==> src/rtl/rom_writer_pkg.sv <==
// rtl/rom_writer_pkg.sv - state codes, 3601 default widths and phase lengths for rom_writer
package rom_writer_pkg;

  localparam int DEFAULT_DATA_WIDTH    = 4;
  localparam int DEFAULT_ADDRESS_WIDTH = 8;
  localparam int TIMER_WIDTH           = 16;
  localparam int VERIFY_CYCLES         = 2;

  typedef enum logic [3:0] {
    OP_IDLE    = 4'd0,
    OP_SETUP   = 4'd1,
    OP_PULSE   = 4'd2,
    OP_RECOVER = 4'd3,
    OP_VERIFY  = 4'd4,
    OP_DONE    = 4'd5,
    OP_FAIL    = 4'd6
  } op_e;

  // Timed phases only; DONE/FAIL/IDLE never consult the timer.
  function automatic int phase_len(op_e s, int setup, int pulse, int recover);
    case (s)
      OP_SETUP:   return setup;
      OP_PULSE:   return pulse;
      OP_RECOVER: return recover;
      OP_VERIFY:  return VERIFY_CYCLES;
      default:    return 0;
    endcase
  endfunction

endpackage

==> src/rtl/rom_writer_timer.sv <==
// rtl/rom_writer_timer.sv - loadable phase down-counter; expired while the count sits at 1
module rom_writer_timer
  import rom_writer_pkg::*;
#(
  parameter int W = TIMER_WIDTH
) (
  input  logic         clk,
  input  logic         reset_n,
  input  logic         load,
  input  logic [W-1:0] value,
  output logic         expired
);

  logic [W-1:0] count;

  always_ff @(posedge clk or negedge reset_n) begin
    if (!reset_n) begin
      count <= '0;
    end else if (load) begin
      count <= value;
    end else if (count != '0) begin
      count <= count - 1'b1;
    end
  end

  assign expired = (count == W'(1));

endmodule

==> src/rtl/rom_writer.sv <==
// rtl/rom_writer.sv - PROM programmer: setup/pulse/recover/verify cycles with bounded retries
// Optional pre-read blank check enabled by defining ROM_WRITER_BLANK_CHECK_EN.
module rom_writer
  import rom_writer_pkg::*;
#(
  parameter int DATA_WIDTH     = DEFAULT_DATA_WIDTH,
  parameter int ADDRESS_WIDTH  = DEFAULT_ADDRESS_WIDTH,
  parameter int SETUP_CYCLES   = 2,
  parameter int PULSE_CYCLES   = 10,
  parameter int RECOVER_CYCLES = 2,
  parameter int MAX_ATTEMPTS   = 4
) (
  input  logic                     clk,
  input  logic                     reset_n,
  input  logic                     start,
  input  logic [DATA_WIDTH-1:0]    write_data,
  input  logic                     increment_address,
  input  logic                     decrement_address,
  input  logic [DATA_WIDTH-1:0]    data_line_in,
  output logic [ADDRESS_WIDTH-1:0] address_line,
  output logic [DATA_WIDTH-1:0]    data_line,
  output logic                     data_oe,
  output logic                     program_pulse,
  output logic                     chip_select_n,
  output logic                     busy,
  output logic                     done,
  output logic                     error,
  output logic [3:0]               operation
);

  localparam int ATT_W = $clog2(MAX_ATTEMPTS + 1);
`ifdef ROM_WRITER_BLANK_CHECK_EN
  localparam op_e START_STATE = OP_VERIFY;
`else
  localparam op_e START_STATE = OP_SETUP;
`endif

  op_e                   state, next_state;
  logic [DATA_WIDTH-1:0] target;
  logic [ATT_W-1:0]      attempts;
  logic                  expired, load;
  logic [TIMER_WIDTH-1:0] load_value;
  logic                  verify_pass, verify_fuse, drive_data;

  assign verify_pass = (data_line_in == target);
  // A bit already blown where the target wants it clear can never be undone.
  assign verify_fuse = |(data_line_in & ~target);

  always_comb begin
    next_state = state;
    case (state)
      OP_IDLE:    if (start) next_state = START_STATE;
      OP_SETUP:   if (expired) next_state = OP_PULSE;
      OP_PULSE:   if (expired) next_state = OP_RECOVER;
      OP_RECOVER: if (expired) next_state = OP_VERIFY;
      OP_VERIFY: begin
        if (expired) begin
          if (verify_pass)                        next_state = OP_DONE;
          else if (verify_fuse)                   next_state = OP_FAIL;
          else if (attempts < ATT_W'(MAX_ATTEMPTS)) next_state = OP_SETUP;
          else                                    next_state = OP_FAIL;
        end
      end
      default:    next_state = OP_IDLE;
    endcase
  end

  assign load       = (next_state != state);
  assign load_value = TIMER_WIDTH'(phase_len(next_state, SETUP_CYCLES, PULSE_CYCLES, RECOVER_CYCLES));
  assign drive_data = (next_state == OP_SETUP) || (next_state == OP_PULSE) || (next_state == OP_RECOVER);

  rom_writer_timer #(.W(TIMER_WIDTH)) u_timer (
    .clk     (clk),
    .reset_n (reset_n),
    .load    (load),
    .value   (load_value),
    .expired (expired)
  );

  always_ff @(posedge clk or negedge reset_n) begin
    if (!reset_n) begin
      state         <= OP_IDLE;
      address_line  <= '0;
      target        <= '0;
      attempts      <= '0;
      data_line     <= '0;
      data_oe       <= 1'b0;
      program_pulse <= 1'b0;
      chip_select_n <= 1'b1;
      busy          <= 1'b0;
      done          <= 1'b0;
      error         <= 1'b0;
      operation     <= 4'd0;
    end else begin
      state         <= next_state;
      operation     <= next_state;
      busy          <= (next_state != OP_IDLE);
      data_oe       <= drive_data;
      // On the start edge the word is not latched yet, so drive it straight from the input.
      data_line     <= drive_data ? ((state == OP_IDLE) ? write_data : target) : '0;
      program_pulse <= (next_state == OP_PULSE);
      chip_select_n <= (next_state != OP_VERIFY);
      done          <= (next_state == OP_DONE);

      if (state == OP_IDLE) begin
        if (start) begin
          target   <= write_data;
          attempts <= '0;
          error    <= 1'b0;
        end else if (increment_address && !decrement_address) begin
          address_line <= address_line + 1'b1;
        end else if (decrement_address && !increment_address) begin
          address_line <= address_line - 1'b1;
        end
      end

      if (next_state == OP_PULSE && state != OP_PULSE) attempts <= attempts + 1'b1;
      if (next_state == OP_DONE) address_line <= address_line + 1'b1;
      if (next_state == OP_FAIL) error <= 1'b1;
    end
  end

endmodule

==> config.mk <==
export PLATFORM = sky130hd
export DESIGN_NAME = rom_writer
export DESIGN_NICKNAME = d
export VERILOG_FILES = /design/src/rtl/rom_writer_pkg.sv /design/src/rtl/rom_writer_timer.sv /design/src/rtl/rom_writer.sv
export SDC_FILE = /design/constraint.sdc
export NUM_CORES = 1
export LEC_CHECK = 0
export CAP_MARGIN = 20
export CORE_AREA = 4 4 73 75
export CTS_CLUSTER_DIAMETER = 200
export CTS_CLUSTER_SIZE = 20
export DETAILED_ROUTE_END_ITERATION = 7
export DIE_AREA = 0 0 77 79
export GPL_TIMING_DRIVEN = 1
export PLACE_DENSITY = 0.79
export SLEW_MARGIN = 15
export SYNTH_ARGS = -nofsm -noshare
export SYNTH_HDL_FRONTEND = slang
export SYNTH_SLANG_ARGS = --single-unit
==> constraint.sdc <==
create_clock -name clk -period 3.6 [get_ports clk]
set_input_delay 0.36 -clock clk [delete_from_list [all_inputs] [get_ports clk]]
set_output_delay 0.36 -clock clk [all_outputs]
set_load 0.02 [all_outputs]
=== Word level (Yosys, flattened, before mapping) ===
Index checks and enable logic that the tools add are counted.

* Memories kept: 0
* Latch bits: 0
* Memory bits (writable): 0
* Register bits after elaboration: 45
* Bits in read-only memories: 0
* Input port bits: 13
* Output and inout port bits: 22

* Reductions and logical operators: 23
* $mul: 0
* Shift operators: 0
* Add/subtract/negate cells: 4
* Eq/ne operators: 16
* Multiplexer cells: 25
* Order comparisons: 1
* Div/mod/pow operators: 0
* Bitwise operators: 2

{| class="wikitable"
|+ Operators by type and width
! kind !! count
|-
| $mux 8 || 5
|-
| $mux 16 || 2
|-
| $mux 4 || 7
|-
| $pmux 4 s5 || 1
|-
| $mux 3 || 6
|-
| $eq 16x1->1 const B || 1
|-
| $eq 4x2->1 const B || 4
|-
| $eq 4x3->1 const B || 4
|-
| $reduce_bool 16->1 || 1
|-
| $sub 16x1->16 const B || 1
|-
| $reduce_bool 2->1 || 6
|-
| $add 8x1->8 const B || 1
|-
| $eq 4x1->1 const B || 2
|-
| $pmux 4 s2 || 1
|-
| $sub 8x1->8 const B || 1
|-
| $reduce_and 2->1 || 3
|-
| $and 4x4->4 || 1
|-
| $eq 4x4->1 || 1
|-
| $logic_not 4->1 || 1
|-
| $ne 4x2->1 const B || 1
|-
| $ne 4x3->1 const B || 1
|-
| $ne 4x4->1 || 1
|-
| $not 4->4 || 1
|-
| $reduce_bool 4->1 || 1
|-
| 11 further kinds || 17
|}

=== Longest topological paths before layout ===
* Depth after elaboration: 11
* Depth in mapped cells: 11
* Mapped depth without buffers: 9

=== By module ===
A second synthesis with hierarchy kept.

* Cells, all modules: 274
* Area, all modules: 2,682.6 sq um

{| class="wikitable"
|+ By module, submodules not included
! module !! times used !! cells an instance !! area an instance (sq um) !! sequential area each (sq um)
|-
| rom_writer || 1 || 154 || 1,582.8 || 726.9
|-
| rom_writer_timer || 1 || 120 || 1,099.8 || 400.4
|}

=== Least setup slack after synthesis ===
OpenSTA, ideal clock, no wires.

* Path type: reg2reg
* From: register u_timer.count[1]
* To: register u_timer.count[10]
* Cell stages (with the launch flop): 12
* Library setup time: 0.119 ns
* Buffers on the path: 3
* Required time: 3.481 ns
* Data arrival time: 2.862 ns
* Path slack: 0.619 ns
* Cell sequence: dfrtp_1 -> inv_1 -> ha_1 -> or4b_2 -> or4_1 -> buf_2 -> or4_1 -> a31oi_1 -> or2_1 -> buf_6 -> buf_8 -> nor2_1

* Cells in the longest elaborated chain, start to end: 5

{| class="wikitable"
|+ RTL lines
! item !! RTL line !! text
|-
| start: declaration || rom_writer_timer.sv:14 || <nowiki>logic [W-1:0] count;</nowiki>
|-
| start signal: assignment || rom_writer_timer.sv:20 || <nowiki>count <= value;</nowiki>
|-
| start signal: assignment || rom_writer_timer.sv:22 || <nowiki>count <= count - 1'b1;</nowiki>
|-
| $eq 16x1->1 || rom_writer_timer.sv:26 || <nowiki>assign expired = (count == W'(1));</nowiki>
|-
| $mux 4, on equally long branches || - ||
|-
| $pmux 4 s5 || rom_writer.sv:51 || <nowiki>case (state)</nowiki>
|-
| $ne 4x4->1 || rom_writer.sv:68 || <nowiki>assign load = (next_state != state);</nowiki>
|-
| $mux 16 / $reduce_bool 2->1 (equally long branches) || - ||
|}

Parallel ways exist; a longest one is shown, timed or not. The select of a mux whose other input is x is not followed.
A chain may end at the register's enable or synchronous reset.

=== Worst setup path in the final report ===
* From: register u_timer.count[1]
* To: register u_timer.count[1]

* Cells in the longest elaborated chain, start to end: 7

{| class="wikitable"
|+ RTL lines
! item !! RTL line !! text
|-
| $eq 16x1->1 (*) || rom_writer_timer.sv:26 ||
|-
| $mux 4, on equally long branches || - ||
|-
| $pmux 4 s5 (*) || rom_writer.sv:51 ||
|-
| net next_state[0] || rom_writer.sv:38 || <nowiki>op_e state, next_state;</nowiki>
|-
| $eq 4x1->1 (tied with other cells) || rom_writer_pkg.sv:21 || <nowiki>case (s)</nowiki>
|-
| $reduce_or 3->1 (no source line) || - ||
|-
| $pmux 4 s2 || rom_writer_pkg.sv:21 ||
|-
| $mux 16 || rom_writer_timer.sv:19 || <nowiki>end else if (load) begin</nowiki>
|}

The timed path passes the listed nets; every way through them passes the cells marked *. The select of a mux whose other input is x is not followed.

==> key figures <==
Run status
  • Status: finished, final reports clean

Finish
  • # diodes: 0
  • Share of cells above drive strength 1: 9.84%
  • Most common cell after layout, fill and taps aside: dfrtp_1
  • Fillers: 404
  • Most frequent cells in the layout: dfrtp_1, clkdlybuf4s50_1, nor2_1, inv_1, nand2_1
  • Area growth syn-to-layout: 20.2%
  • Layout Nets: 327

Setup path
  • Type of the worst setup path: flip-flop to flip-flop
  • Startpoint types: flip-flop
  • Crit path cell chain: inv_1, ha_1, or4b_2, or4_1, nor2_1, o32a_2, inv_1, o21ai_1, a31oi_1
  • Worst setup EP type: flip-flop
  • Cell family with most CP delay: simple AND/OR/NAND/NOR gates
  • Data required, critical path: 3.77 ns
  • Data arrival time of the critical path: 3.39 ns
  • Slowest CP cell: or4b_2
  • Cell mode on critical path: inv_1
  • Crit path buf inv count: 2
  • CP peak stage delay: 0.62 ns
  • Worst-path maximum fanout: 8

STA
  • RSZ-0062 raised after global routing: false
  • Tcrit/Tclk final: 89.3%
  • Setup tns final: 0 ns
  • Worst slew pin tran: 0.553 ns
  • Highest clock rate: 311 MHz
  • Fin. max-slew vios: 0
  • Final hold violations: 0
  • Fin crit period: 3.22 ns
  • Final setup vio count: 0
  • Final Skew: 0.0102 ns
  • Worst slew margin: 62.9%

Die
  • Die H: 79 µm
  • Chip width: 77 µm
  • Die area: 6080 µm²
  • FP Rows: 25
  • Total core area: 4660 µm²
  • Initial Util: 54.3%
  • I/O Pins: 35

Clocking
  • Root buffer cell: clkbuf_8
  • TritonCTS buffer count: 5
  • CTS max path bufs: 2
  • Total number of H-tree levels: 2
  • CTS tree: yes
  • Insertion delay to the later sink of the worst-skew pair: 0.30 ns
  • Clock transition at path regs: 0.09 ns
  • # clock sinks: 45

Synthesis
  • Top cell type's share of synthesized area: 43.5%
  • Gate count of the mapped netlist: 265
  • Syn_nets: 288
  • Syn Std Cell Area: 2530 µm²
  • Post-synth ARST share: 100%
  • Number of flops mapped to enable cells by yosys: 0
  • Synth Register Bits: 45
  • Synth top area cells: dfrtp_1, ha_1, xnor2_1
  • Mean Syn Cell Area: 9.55 µm²
  • YS warnings: 0
  • Distinct cells, synth: 48
  • Ys flop type: dfrtp_1
  • Seq/Total Area, Yosys: 44.5%
  • Synth area leader: dfrtp_1

Place
  • IO buf count: 34
  • GPL Wtd Cong: 0.829
  • HPWL Detailed: 4100 µm

Detailed routing
  • DR WL/cell: 15.8 µm
  • DRT iter0 DRCs: 144
  • Final WL: 5670 µm
  • Drt pass-1 iters: 4
  • Antenna Nets Post-Route: 0
  • # DRC: 0
  • Vias after detailed routing: 2,100
  • DR vias/cell: 5.85

Pwr
  • Max VDD drop: 0.367 mV
  • P per Cell Area: 740 nW/µm²
  • Power, Total: 2.25 mW
  • Leak pwr: 1.35 nW

Global route
  • Vias in the first global route: 2,075
  • Total global-route track usage: 19.9%
  • Total grt overflow: 0
  • Largest net degree at the start of global routing: 46
  • Initial antenna violation count: 0
  • First-pass GRT wire length: 9630 µm

Worst hold path
  • Hold WC Path Type: input port to async pin

Job
  • Max_cap viols: 0
per-stage QoR:
step	util [%]	hold slack, ns	std cells	setup slack (ns)	cell area, µm²
after floorplan	-	0.0644	265	0.619	2530
after global placement	62.9	0.488	350	0.265	2930
after detailed placement	62.9	0.497	350	0.159	2930
after CTS	64.7	0.251	358	0.117	3020
after global routing	65.3	0.0653	359	0.111	3040
final	65.3	0.0320	359	0.384	3040
cells in the mapped netlist, drive strengths merged (7+ instances only):
cell type and instances:
clkbuf 7, inv 16, a21oi 9, nor4 9
nor2 26, nand2 16, xnor2 12, o21ai 8
nor3 12, or4 7, ha 10, dfrtp 44
nand3 10, or3 7
where the power goes:
part | internal (mW) | switching (mW) | total (mW)
Clock | 0.138 | 0.170 | 0.308
Sequential | 0.647 | 0.157 | 0.804
Combinational | 0.540 | 0.601 | 1.14
Total | 1.32 | 0.928 | 2.25
routing by layer:
layer	wire, µm	part of all wire, %	track usage (%)	vias up
li1	-	-	-	1036
met1	2590	46	26.4	1013
met2	2770	49	32.3	44
met3	209	3.7	3.51	7
met4	102	1.8	8.36	0
met5	0	0	0	-
area by class of cell:
class | count | area, µm² | area share [%]
multi-input combinational | 193 | 1280 | 42.1
sequential | 45 | 1130 | 37.0
clock inverter | 1 | 7.51 | 0.247
inverter | 16 | 60.1 | 1.97
timing repair buffer | 43 | 423 | 13.9
clock buffer | 7 | 76.3 | 2.51
tap | 54 | 67.6 | 2.22
path summary, 6_finish.rpt:
| kind | from | slack (ns) | to | cells past startpoint |
|---|---|---|---|---|
| max | u_timer.count[1] | 0.38 | u_timer.count[1] | 9 |
| min | reset_n | 0.03 | u_timer.count[6] | 1 |
| max reg2reg | u_timer.count[1] | 0.38 | u_timer.count[1] | 9 |
| min reg2reg | attempts[0] | 0.51 | attempts[0] | 1 |
| max in group asynchronous | reset_n | 3.00 | chip_select_n | 2 |
| min in group clk | attempts[0] | 0.51 | attempts[0] | 1 |
flip-flops by register name (all words and copies together) (netlist names):
signal         cells
u_timer.count     16
data_line          4
program_pulse      1
chip_select_n      1
done               1
target             4
attempts           3
error              1
busy               1
data_oe            1
state              4
address_line       8
worst reg2reg max path, delay by kind of cell, from the launching register on:
kind	cells	cell delay (ns)
adders and majority gates	1	0.18
DFF	1	0.39
buffers and inverters	2	0.26
and+or+nand+nor	3	1.38
AOI/OAI and AO/OA	3	0.89
cells by family (layout without fill, tap and decap cells):
| group | Yosys count | after routing | share of synthesized area, % |
|---|---|---|---|
| other | 1 | 1 | 0.148 |
| DFF | 45 | 45 | 44.5 |
| adders and majority gates | 10 | 10 | 4.94 |
| xor gates and xnor gates | 17 | 17 | 5.88 |
| buffers and inverters | 27 | 67 | 4.84 |
| AOI/OAI and AO/OA | 45 | 45 | 12.4 |
| and+or+nand+nor | 112 | 112 | 23.8 |
| muxes | 8 | 8 | 3.41 |
repair_timing:
item                                    4_1_cts  5_1_grt
resized for setup                             0        1
hold endpoints to repair                      0        0
setup buffers                                 0        0
endpoints found under the setup margin        0        3
hold buffers                                  0        0
No activity file was read; power rests on OpenSTA's default activity.
